===== src/rtl/lynx_pkt_pkg.sv =====
// Shared NoC packet definitions for the traffic generator and the network-side sink.
// Field positions, data-counter sizing, word packing and the generator FSM state type.
package lynx_pkt_pkg;

    localparam int MAX_WIDTH = 256;

    typedef enum logic [1:0] {
        IDLE = 2'd0,
        SEND = 2'd1,
        GAP  = 2'd2,
        DONE = 2'd3
    } tpg_state_e;

    typedef struct packed {
        int data_pos;
        int id_pos;
        int vc_pos;
        int dst_pos;
        int src_pos;
        int returnvc_pos;
        int return_pos;
    } field_pos_t;

    function automatic int data_counter_width(int width, int n, int num_vc);
        return width - 3 * $clog2(n) - 2 * $clog2(num_vc) - 8;
    endfunction

    // Fields are laid out LSB-first: DATA, ID, VC, DST, SRC, RETURNVC, RETURN.
    function automatic field_pos_t field_positions(int dcw, int n_aw, int vc_aw);
        field_pos_t p;
        p.data_pos     = 0;
        p.id_pos       = dcw;
        p.vc_pos       = dcw + 8;
        p.dst_pos      = p.vc_pos + vc_aw;
        p.src_pos      = p.dst_pos + n_aw;
        p.returnvc_pos = p.src_pos + n_aw;
        p.return_pos   = p.returnvc_pos + vc_aw;
        return p;
    endfunction

    localparam field_pos_t DEFAULT_POS = field_positions(data_counter_width(32, 16, 2), 4, 1);
    localparam int DATA_POS     = DEFAULT_POS.data_pos;
    localparam int ID_POS       = DEFAULT_POS.id_pos;
    localparam int VC_POS       = DEFAULT_POS.vc_pos;
    localparam int DST_POS      = DEFAULT_POS.dst_pos;
    localparam int SRC_POS      = DEFAULT_POS.src_pos;
    localparam int RETURNVC_POS = DEFAULT_POS.returnvc_pos;
    localparam int RETURN_POS   = DEFAULT_POS.return_pos;

    function automatic logic [MAX_WIDTH-1:0] field_mask(int w);
        logic [MAX_WIDTH-1:0] one;
        one    = '0;
        one[0] = 1'b1;
        if (w <= 0)
            return '0;
        return (one << w) - one;
    endfunction

    // A zero-width field (e.g. VC with a single channel) masks to nothing.
    function automatic logic [MAX_WIDTH-1:0] pack(
        input field_pos_t           pos,
        input int                   n_aw,
        input int                   vc_aw,
        input int                   dcw,
        input logic [MAX_WIDTH-1:0] ret,
        input logic [MAX_WIDTH-1:0] retvc,
        input logic [MAX_WIDTH-1:0] src,
        input logic [MAX_WIDTH-1:0] dst,
        input logic [MAX_WIDTH-1:0] vc,
        input logic [MAX_WIDTH-1:0] id,
        input logic [MAX_WIDTH-1:0] data
    );
        logic [MAX_WIDTH-1:0] word;
        word = '0;
        word = word | ((ret   & field_mask(n_aw))  << pos.return_pos);
        word = word | ((retvc & field_mask(vc_aw)) << pos.returnvc_pos);
        word = word | ((src   & field_mask(n_aw))  << pos.src_pos);
        word = word | ((dst   & field_mask(n_aw))  << pos.dst_pos);
        word = word | ((vc    & field_mask(vc_aw)) << pos.vc_pos);
        word = word | ((id    & field_mask(8))     << pos.id_pos);
        word = word | ((data  & field_mask(dcw))   << pos.data_pos);
        return word;
    endfunction

endpackage


===== src/rtl/tpg_source.sv =====
// Traffic pattern generator: injects NUM_TESTS+1 numbered packets into a NoC input port,
// round-robin over a destination range, with an optional idle gap between packets.
module tpg_source
    import lynx_pkt_pkg::*;
#(
    parameter int         WIDTH         = 32,
    parameter int         N             = 16,
    parameter int         NUM_VC        = 2,
    parameter int         N_ADDR_WIDTH  = $clog2(N),
    parameter int         VC_ADDR_WIDTH = $clog2(NUM_VC),
    parameter logic [7:0] ID            = 8'd0,
    parameter int         NODE          = 0,
    parameter int         DEST_BASE     = 0,
    parameter int         NUM_DESTS     = N,
    parameter int         GAP_CYCLES    = 0,
    parameter int         NUM_TESTS     = 1000,
    localparam int        DATA_COUNTER_WIDTH = data_counter_width(WIDTH, N, NUM_VC)
) (
    input  logic                          clk,
    input  logic                          rst,
    input  logic                          enable,
    output logic [WIDTH-1:0]              data_out,
    output logic                          valid_out,
    input  logic                          ready_in,
    output logic                          done,
    output logic [DATA_COUNTER_WIDTH-1:0] sent_count
);

    localparam int         DCW       = DATA_COUNTER_WIDTH;
    localparam int         IDX_W     = (NUM_DESTS > 1) ? $clog2(NUM_DESTS) : 1;
    localparam int         GAP_W     = (GAP_CYCLES > 1) ? $clog2(GAP_CYCLES) : 1;
    localparam field_pos_t POS       = field_positions(DCW, N_ADDR_WIDTH, VC_ADDR_WIDTH);
    localparam logic [DCW-1:0] LAST_DATA = DCW'(NUM_TESTS + 1);

    if (DATA_COUNTER_WIDTH < 1) begin : g_err_dcw
        $error("tpg_source: DATA_COUNTER_WIDTH must be at least 1");
    end
    if (DATA_COUNTER_WIDTH >= 1 && DATA_COUNTER_WIDTH < 32 &&
        (NUM_TESTS + 1) >= (1 << DATA_COUNTER_WIDTH)) begin : g_err_tests
        $error("tpg_source: NUM_TESTS+1 does not fit in the DATA field");
    end
    if (NUM_DESTS == 0) begin : g_err_dests_zero
        $error("tpg_source: NUM_DESTS must be non-zero");
    end
    if (NUM_DESTS > N) begin : g_err_dests_big
        $error("tpg_source: NUM_DESTS must not exceed N");
    end
    if (WIDTH > MAX_WIDTH) begin : g_err_width
        $error("tpg_source: WIDTH exceeds packing limit");
    end

    tpg_state_e        state_q, state_d;
    logic              valid_d, done_d;
    logic [WIDTH-1:0]  word_d;
    logic [DCW-1:0]    sent_d;
    logic [DCW-1:0]    data_q, data_d;
    logic [IDX_W-1:0]  idx_q, idx_d, idx_next;
    logic [GAP_W-1:0]  gap_q, gap_d;

    function automatic logic [WIDTH-1:0] make_word(input logic [DCW-1:0] d,
                                                   input logic [IDX_W-1:0] i);
        logic [MAX_WIDTH-1:0] dst_v;
        logic [MAX_WIDTH-1:0] vc_v;
        dst_v = MAX_WIDTH'((DEST_BASE + int'(i)) % N);
        vc_v  = MAX_WIDTH'(d % DCW'(NUM_VC));
        return WIDTH'(pack(POS, N_ADDR_WIDTH, VC_ADDR_WIDTH, DCW,
                           MAX_WIDTH'(NODE), '0, MAX_WIDTH'(NODE),
                           dst_v, vc_v, MAX_WIDTH'(ID), MAX_WIDTH'(d)));
    endfunction

    assign idx_next = (idx_q == IDX_W'(NUM_DESTS - 1)) ? '0 : idx_q + 1'b1;

    // NOTE: every state register updates with <= so all flops see pre-edge values together.
    always_ff @(posedge clk) begin
        if (rst) begin
            state_q    <= IDLE;
            valid_out  <= 1'b0;
            data_out   <= '0;
            done       <= 1'b0;
            sent_count <= '0;
            data_q     <= DCW'(1);
            idx_q      <= '0;
            gap_q      <= '0;
        end else begin
            state_q    <= state_d;
            valid_out  <= valid_d;
            data_out   <= word_d;
            done       <= done_d;
            sent_count <= sent_d;
            data_q     <= data_d;
            idx_q      <= idx_d;
            gap_q      <= gap_d;
        end
    end

    // NOTE: hold-by-default assignments up front keep this block free of inferred latches.
    always_comb begin
        state_d = state_q;
        valid_d = valid_out;
        word_d  = data_out;
        done_d  = done;
        sent_d  = sent_count;
        data_d  = data_q;
        idx_d   = idx_q;
        gap_d   = gap_q;

        unique case (state_q)
            IDLE: begin
                if (enable) begin
                    state_d = SEND;
                    valid_d = 1'b1;
                    word_d  = make_word(data_q, idx_q);
                end
            end
            SEND: begin
                // The presented word is only replaced after a completed transfer.
                if (valid_out && ready_in) begin
                    sent_d = sent_count + 1'b1;
                    if (data_q == LAST_DATA) begin
                        state_d = DONE;
                        valid_d = 1'b0;
                        done_d  = 1'b1;
                    end else begin
                        data_d = data_q + 1'b1;
                        idx_d  = idx_next;
                        if (GAP_CYCLES > 0) begin
                            state_d = GAP;
                            valid_d = 1'b0;
                            gap_d   = GAP_W'(GAP_CYCLES - 1);
                        end else if (enable) begin
                            valid_d = 1'b1;
                            word_d  = make_word(data_q + 1'b1, idx_next);
                        end else begin
                            state_d = IDLE;
                            valid_d = 1'b0;
                        end
                    end
                end
            end
            GAP: begin
                if (gap_q != '0) begin
                    gap_d = gap_q - 1'b1;
                end else if (enable) begin
                    state_d = SEND;
                    valid_d = 1'b1;
                    word_d  = make_word(data_q, idx_q);
                end else begin
                    state_d = IDLE;
                end
            end
            DONE: begin
                valid_d = 1'b0;
                done_d  = 1'b1;
            end
            default: state_d = IDLE;
        endcase
    end

endmodule


===== config.mk =====
export PLATFORM = sky130hd
export DESIGN_NAME = tpg_source
export DESIGN_NICKNAME = d
export VERILOG_FILES = /design/src/rtl/lynx_pkt_pkg.sv /design/src/rtl/tpg_source.sv
export SDC_FILE = /design/constraint.sdc
export NUM_CORES = 1
export LEC_CHECK = 0
export ABC_AREA = 1
export CORE_MARGIN = 2
export CORE_UTILIZATION = 45
export DETAILED_ROUTE_END_ITERATION = 6
export GPL_TIMING_DRIVEN = 0
export PLACE_DENSITY_LB_ADDON = 0.25
export SLEW_MARGIN = 25
export SYNTH_ARGS = -nofsm -noshare
export SYNTH_HDL_FRONTEND = slang
export SYNTH_SLANG_ARGS = --single-unit

===== constraint.sdc =====
create_clock -name clk -period 1.7 [get_ports clk]
set_input_delay 0.17 -clock clk [delete_from_list [all_inputs] [get_ports clk]]
set_output_delay 0.17 -clock clk [all_outputs]
set_load 0.01 [all_outputs]

== Word level (Yosys, flattened, before mapping) ==
Index checks and enable logic that the tools add are counted.
Widths: inputs -> output; s select.

* Flip-flop bits (word level): 61
* Input port bits: 4

* Bitwise operators: 5
* Equality and inequality tests: 12
* Reductions and logical operators: 10
* Add/sub/neg operators: 4
* Mux-type cells: 24

{| class="wikitable"
|+ Operators with widths
! kind !! number
|-
| $mux 32 || 5
|-
| $pmux 32 s3 || 1
|-
| $or 23x10->23 || 2
|-
| $or 23x19->23 || 2
|-
| $add 10x1->10 const B || 2
|-
| $ne 2x2->1 const B || 6
|-
| $eq 10x10->1 const B || 1
|-
| $mux 2 || 5
|-
| $reduce_and 5->1 || 2
|-
| $mux 1 || 9
|-
| $pmux 2 s3 || 1
|-
| $reduce_and 3->1 || 2
|-
| $add 4x1->4 const B || 1
|-
| $eq 2x2->1 const B || 2
|-
| $eq 4x4->1 const B || 1
|-
| $mux 4 || 1
|-
| $pmux 1 s4 || 1
|-
| $reduce_and 2->1 || 2
|-
| $ne 3x3->1 const B || 1
|-
| $reduce_bool 3->1 || 1
|-
| $eq 2x1->1 const B || 1
|-
| $logic_not 2->1 || 1
|-
| $pmux 1 s2 || 1
|-
| $reduce_bool 2->1 || 1
|-
| other kinds (3) || 3
|}

== Depth between registers and ports, before layout ==
* Word-level depth: 8
* Depth in mapped cells: 12

== Worst setup path after synthesis ==
No wires, ideal clock.

* Path type: register -> register
* Start point: reg state_q[1]
* End point: reg data_out[22]
* Period minus slack after synthesis: 1.557 ns
* Data required time: 1.587 ns
* Cell stages (with the launch flop): 12
* Setup time: 0.113 ns
* Arrival: 1.444 ns
* Path buffers: 3
* Path slack: 0.143 ns
* Cells stage by stage: dfxtp_1 -> inv_1 -> ha_1 -> buf_6 -> inv_2 -> buf_6 -> a21oi_2 -> nor2_4 -> nand2_2 -> buf_6 -> nor2_1 -> nor2_1

* Cells in the longest elaborated chain, start to end: 3

{| class="wikitable"
|+ RTL lines
! what !! line !! RTL
|-
| from (decl) || tpg_source.sv:52 || <nowiki>tpg_state_e state_q, state_d;</nowiki>
|-
| from (signal assigned) || tpg_source.sv:85 || <nowiki>state_q <= state_d;</nowiki>
|-
| $eq 2x1->1, or another cell as far along || tpg_source.sv:107 || <nowiki>unique case (state_q)</nowiki>
|-
| $ne 2x2->1 (no source line) or $reduce_bool 3->1 (tied branches) || n/a ||
|-
| $reduce_and 5->1 (no source line) || n/a ||
|-
| to (signal assigned) || tpg_source.sv:87 || <nowiki>data_out <= word_d;</nowiki>
|-
| to (decl) || tpg_source.sv:22 || <nowiki>output logic [WIDTH-1:0] data_out,</nowiki>
|}

Parallel ways exist; a longest one is shown, timed or not.
A chain may end at the register's enable or synchronous reset.

== Final worst setup path ==
* Start point: reg state_q[1]
* End point: reg data_out[3]

The elaborated chain is that of the path after synthesis.

==> impl_metrics.toml <==
[sta]
rsz0062_at_grt = "false"
finalHoldViolations = 0
fin_worst_skew_ps = 7.82
slew_violations = 0
worst_pin_slew_ps = 552
fmax_mhz = 640
tns_ps = 0
setup_viol = 0
fin_crit_sh_pct = 91.9
layout_min_cycle_time_ps = 1560
slew_headroom_pct = 63.2
timing.hold.ws_ps = 479
final.setup.worst_slack_ps = 138

[detailed_routing]
wirelength_mm = 5.55
drc = 0
drtIter0Drc = 197
ant_nets = 0
routedWlPerCell_um = 10.3
viasPerCell = 4.55
vias = 2447
dr.pass1.iters = 4

[setup_path]
worstPathArrival_ps = 1800
path_class = "flip-flop to flip-flop"
rrSetupSlack_ps = 140
end_kind = "flip-flop"
r2r-start = "state_q[1]$_SDFFE_PP0P_"
cp_max_fo = 10
rr_endpoint = "data_out[3]$_SDFFE_PP0P_"
start_kind = "flip-flop"
required_ps = 1940
reg2reg_depth = 9

[synth]
yosys.area.top_type = "dfxtp_1"
ys_ff_latch = 42
synth.top_cell.area_share_pct = 32.2
synthMostInstantiatedCell = "nand2_1"
synthCells = 400
async_flop_share_pct = 0
synth_common_cells = "nand2_1 (116), nor2_1 (62), inv_1 (48)"
synth_edf_count = 0
synth_area_leaders = "dfxtp_1 (32%), nand2_1 (17%), nor2_1 (8.9%)"
synth_top_flop_cell = "dfxtp_1"
ys_warn_count = 0
syn_area_per_cell_um2 = 6.52
syn_area_um2 = 2610
synth_seq_area_share_pct = 32.2
synth_cell_types = 32

[placed_design]
pre_cts_slack_ps = -50.5
finalWeightedCongestion = 0.871
dp_hpwl_mm = 4.12
portBuffers = 30

[final_layout]
synthToLayoutAreaGrowth_pct = 26.2
nFillCells = 569
nNetsFinal = 477
drive_gt1_share_pct = 16.5
antennaDiodeCount = 0

[clocking]
tritoncts = "built"
clock-sinks = 42
clk_pin_slew_ps = 80
root_buffer = "clkbuf_8"
h-tree-depth = 2
insertion_delay_ps = 300
cts_buffer_depth = 2
cts_buffers = 5

[grt]
grt_max_degree = 14
track_usage_pct = 18.5
antenna_found_initial = 0
grt_overflow_total = 0
grt_pass1_wl_mm = 9.39
grt_pass1_vias = 2183

[run]
maxCapViolations = 0

[floorplan]
die-area_um2 = 6420
core_area_um2 = 5540
rows = 27
chipWidth_um = 80.1
dieHeight_um = 80.1
io_pins = 48
start_util_pct = 47.1

[min_path]
holdPathEnd = "data_out[20]$_SDFFE_PP0P_"
hp-class = "flip-flop to flip-flop"
hp-start = "data_out[20]$_SDFFE_PP0P_"
min_path_cells = 2

[pwr]
ir_worst_vdd_mv = 0.632
power.density_nw_per_um2 = 1170
leakage_uw = 0.00153

[run_status]
outcome = "finished clean"
==> routing by layer <==
metal	part of all wire (%)	GRT usage [%]	vias up
met4	1.2	5.42	0
met3	5.2	3.71	6
met2	47	31.6	52
met1	46	23.5	1059
li1	-	-	1330
met5	0	0	-
==> through the flow <==
| stage | util [%] | std cells | total power, uW | cell area [um2] |
|---|---|---|---|---|
| 6_report | 59.4 | 538 | 3870 | 3290 |
| 4_1_cts | 57.2 | 527 | 3740 | 3170 |
| 3_3_place_gp | 55.2 | 518 | 3000 | 3060 |
| 3_5_place_dp | 55.2 | 518 | 3030 | 3060 |
| 5_1_grt | 59.4 | 538 | 4200 | 3290 |
| 2_1_floorplan | - | 416 | 2500 | 2670 |
==> cell type report <==
cell class                      count  area, um2  share of cell area [%]
Clock inverter                      2       12.5                   0.380
Buffer                             30        254                    7.72
Inverter                           50        193                    5.85
Sequential cell                    42        848                    25.8
Clock buffer                        6       82.6                    2.51
Tap cell                           72       90.1                    2.74
Timing Repair Buffer               43        395                    12.0
Multi-Input combinational cell    293       1420                    43.0
==> worst max-delay path, cell delays in order, from the launching register on <==
cell and delay [ps]:
dfxtp_2 330, inv_2 100, ha_4 230, inv_6 50, buf_8 120, buf_4 150, clkbuf_8 160, o21ai_0 210
nor2_1 60, nor2_1 90
==> how the worst max path moves through the flow <==
stage / from / to / slack, ps / cells past startpoint
2_1_floorplan: state_q[1]$_SDFFE_PP0P_ / data_out[22]$_SDFFE_PP0P_ / 140 / 11
3_3_place_gp: state_q[1]$_SDFFE_PP0P_ / data_out[6]$_SDFFE_PP0P_ / -40 / 11
3_5_place_dp: state_q[1]$_SDFFE_PP0P_ / data_out[9]$_SDFFE_PP0P_ / -50 / 11
4_1_cts: state_q[1]$_SDFFE_PP0P_ / sent_count[6]$_SDFFE_PP0P_ / 10 / 10
5_1_grt: data_q[1]$_SDFFE_PP0P_ / data_out[9]$_SDFFE_PP0P_ / 8 / 12
6_report: state_q[1]$_SDFFE_PP0P_ / data_out[3]$_SDFFE_PP0P_ / 140 / 9
==> flip-flops by register name, indices dropped and copies added, names as in the netlist <==
signal / count
data_out: 14
data_q: 10
done: 1
idx_q: 4
sent_count: 10
state_q: 2
valid_out: 1
==> cell families (layout without fill, tap and decap cells) <==
kind of cell,Yosys count,after routing,share of synthesized area [%]
muxes,1,1,0.384
AOI/OAI and AO/OA,41,41,8.30
buffers and inverters,81,131,17.2
and+or+nand+nor,223,223,36.9
xor gates and xnor gates,3,3,1.01
adders and majority gates,8,8,3.84
other,1,17,0.144
DFF,42,42,32.2
==> cell usage in the layout, fill, tap and decap left out, types with 2 or more instances in the layout <==
master / netlist / final
nand2_1: 116 / 116
buf_4: 19 / 31
inv_1: 48 / 45
a21oi_1: 20 / 20
nand2_2: 3 / 2
nor2_1: 62 / 61
conb_1: 1 / 17
dfxtp_2: 0 / 3
inv_2: 2 / 4
nand4_1: 4 / 4
o21ai_0: 17 / 16
clkbuf_1: 2 / 2
nand3_1: 20 / 20
nor2_4: 2 / 2
nand3_2: 5 / 5
clkdlybuf4s50_1: 0 / 30
nor2_2: 3 / 4
ha_1: 8 / 6
buf_6: 7 / 5
clkbuf_8: 2 / 8
xor2_1: 2 / 2
nand3b_1: 4 / 4
dfxtp_1: 42 / 38
buf_2: 1 / 2
ha_4: 0 / 2
==> where the power goes <==
| group | switching (uW) | internal (uW) |
|---|---|---|
| registers | 127 | 1180 |
| clock network | 355 | 327 |
| logic | 948 | 928 |
==> repair_timing <==
item / 4_1_cts / 5_1_grt
cloned: 0 / 2
hold endpoints to repair: 0 / 0
hold buffers: 0 / 0
buffers inserted: 1 / 10
pin swaps: 2 / 9
resized for setup: 3 / 17
endpoints found under the setup margin: 15 / 24
No activity file was read; power rests on OpenSTA's default activity.
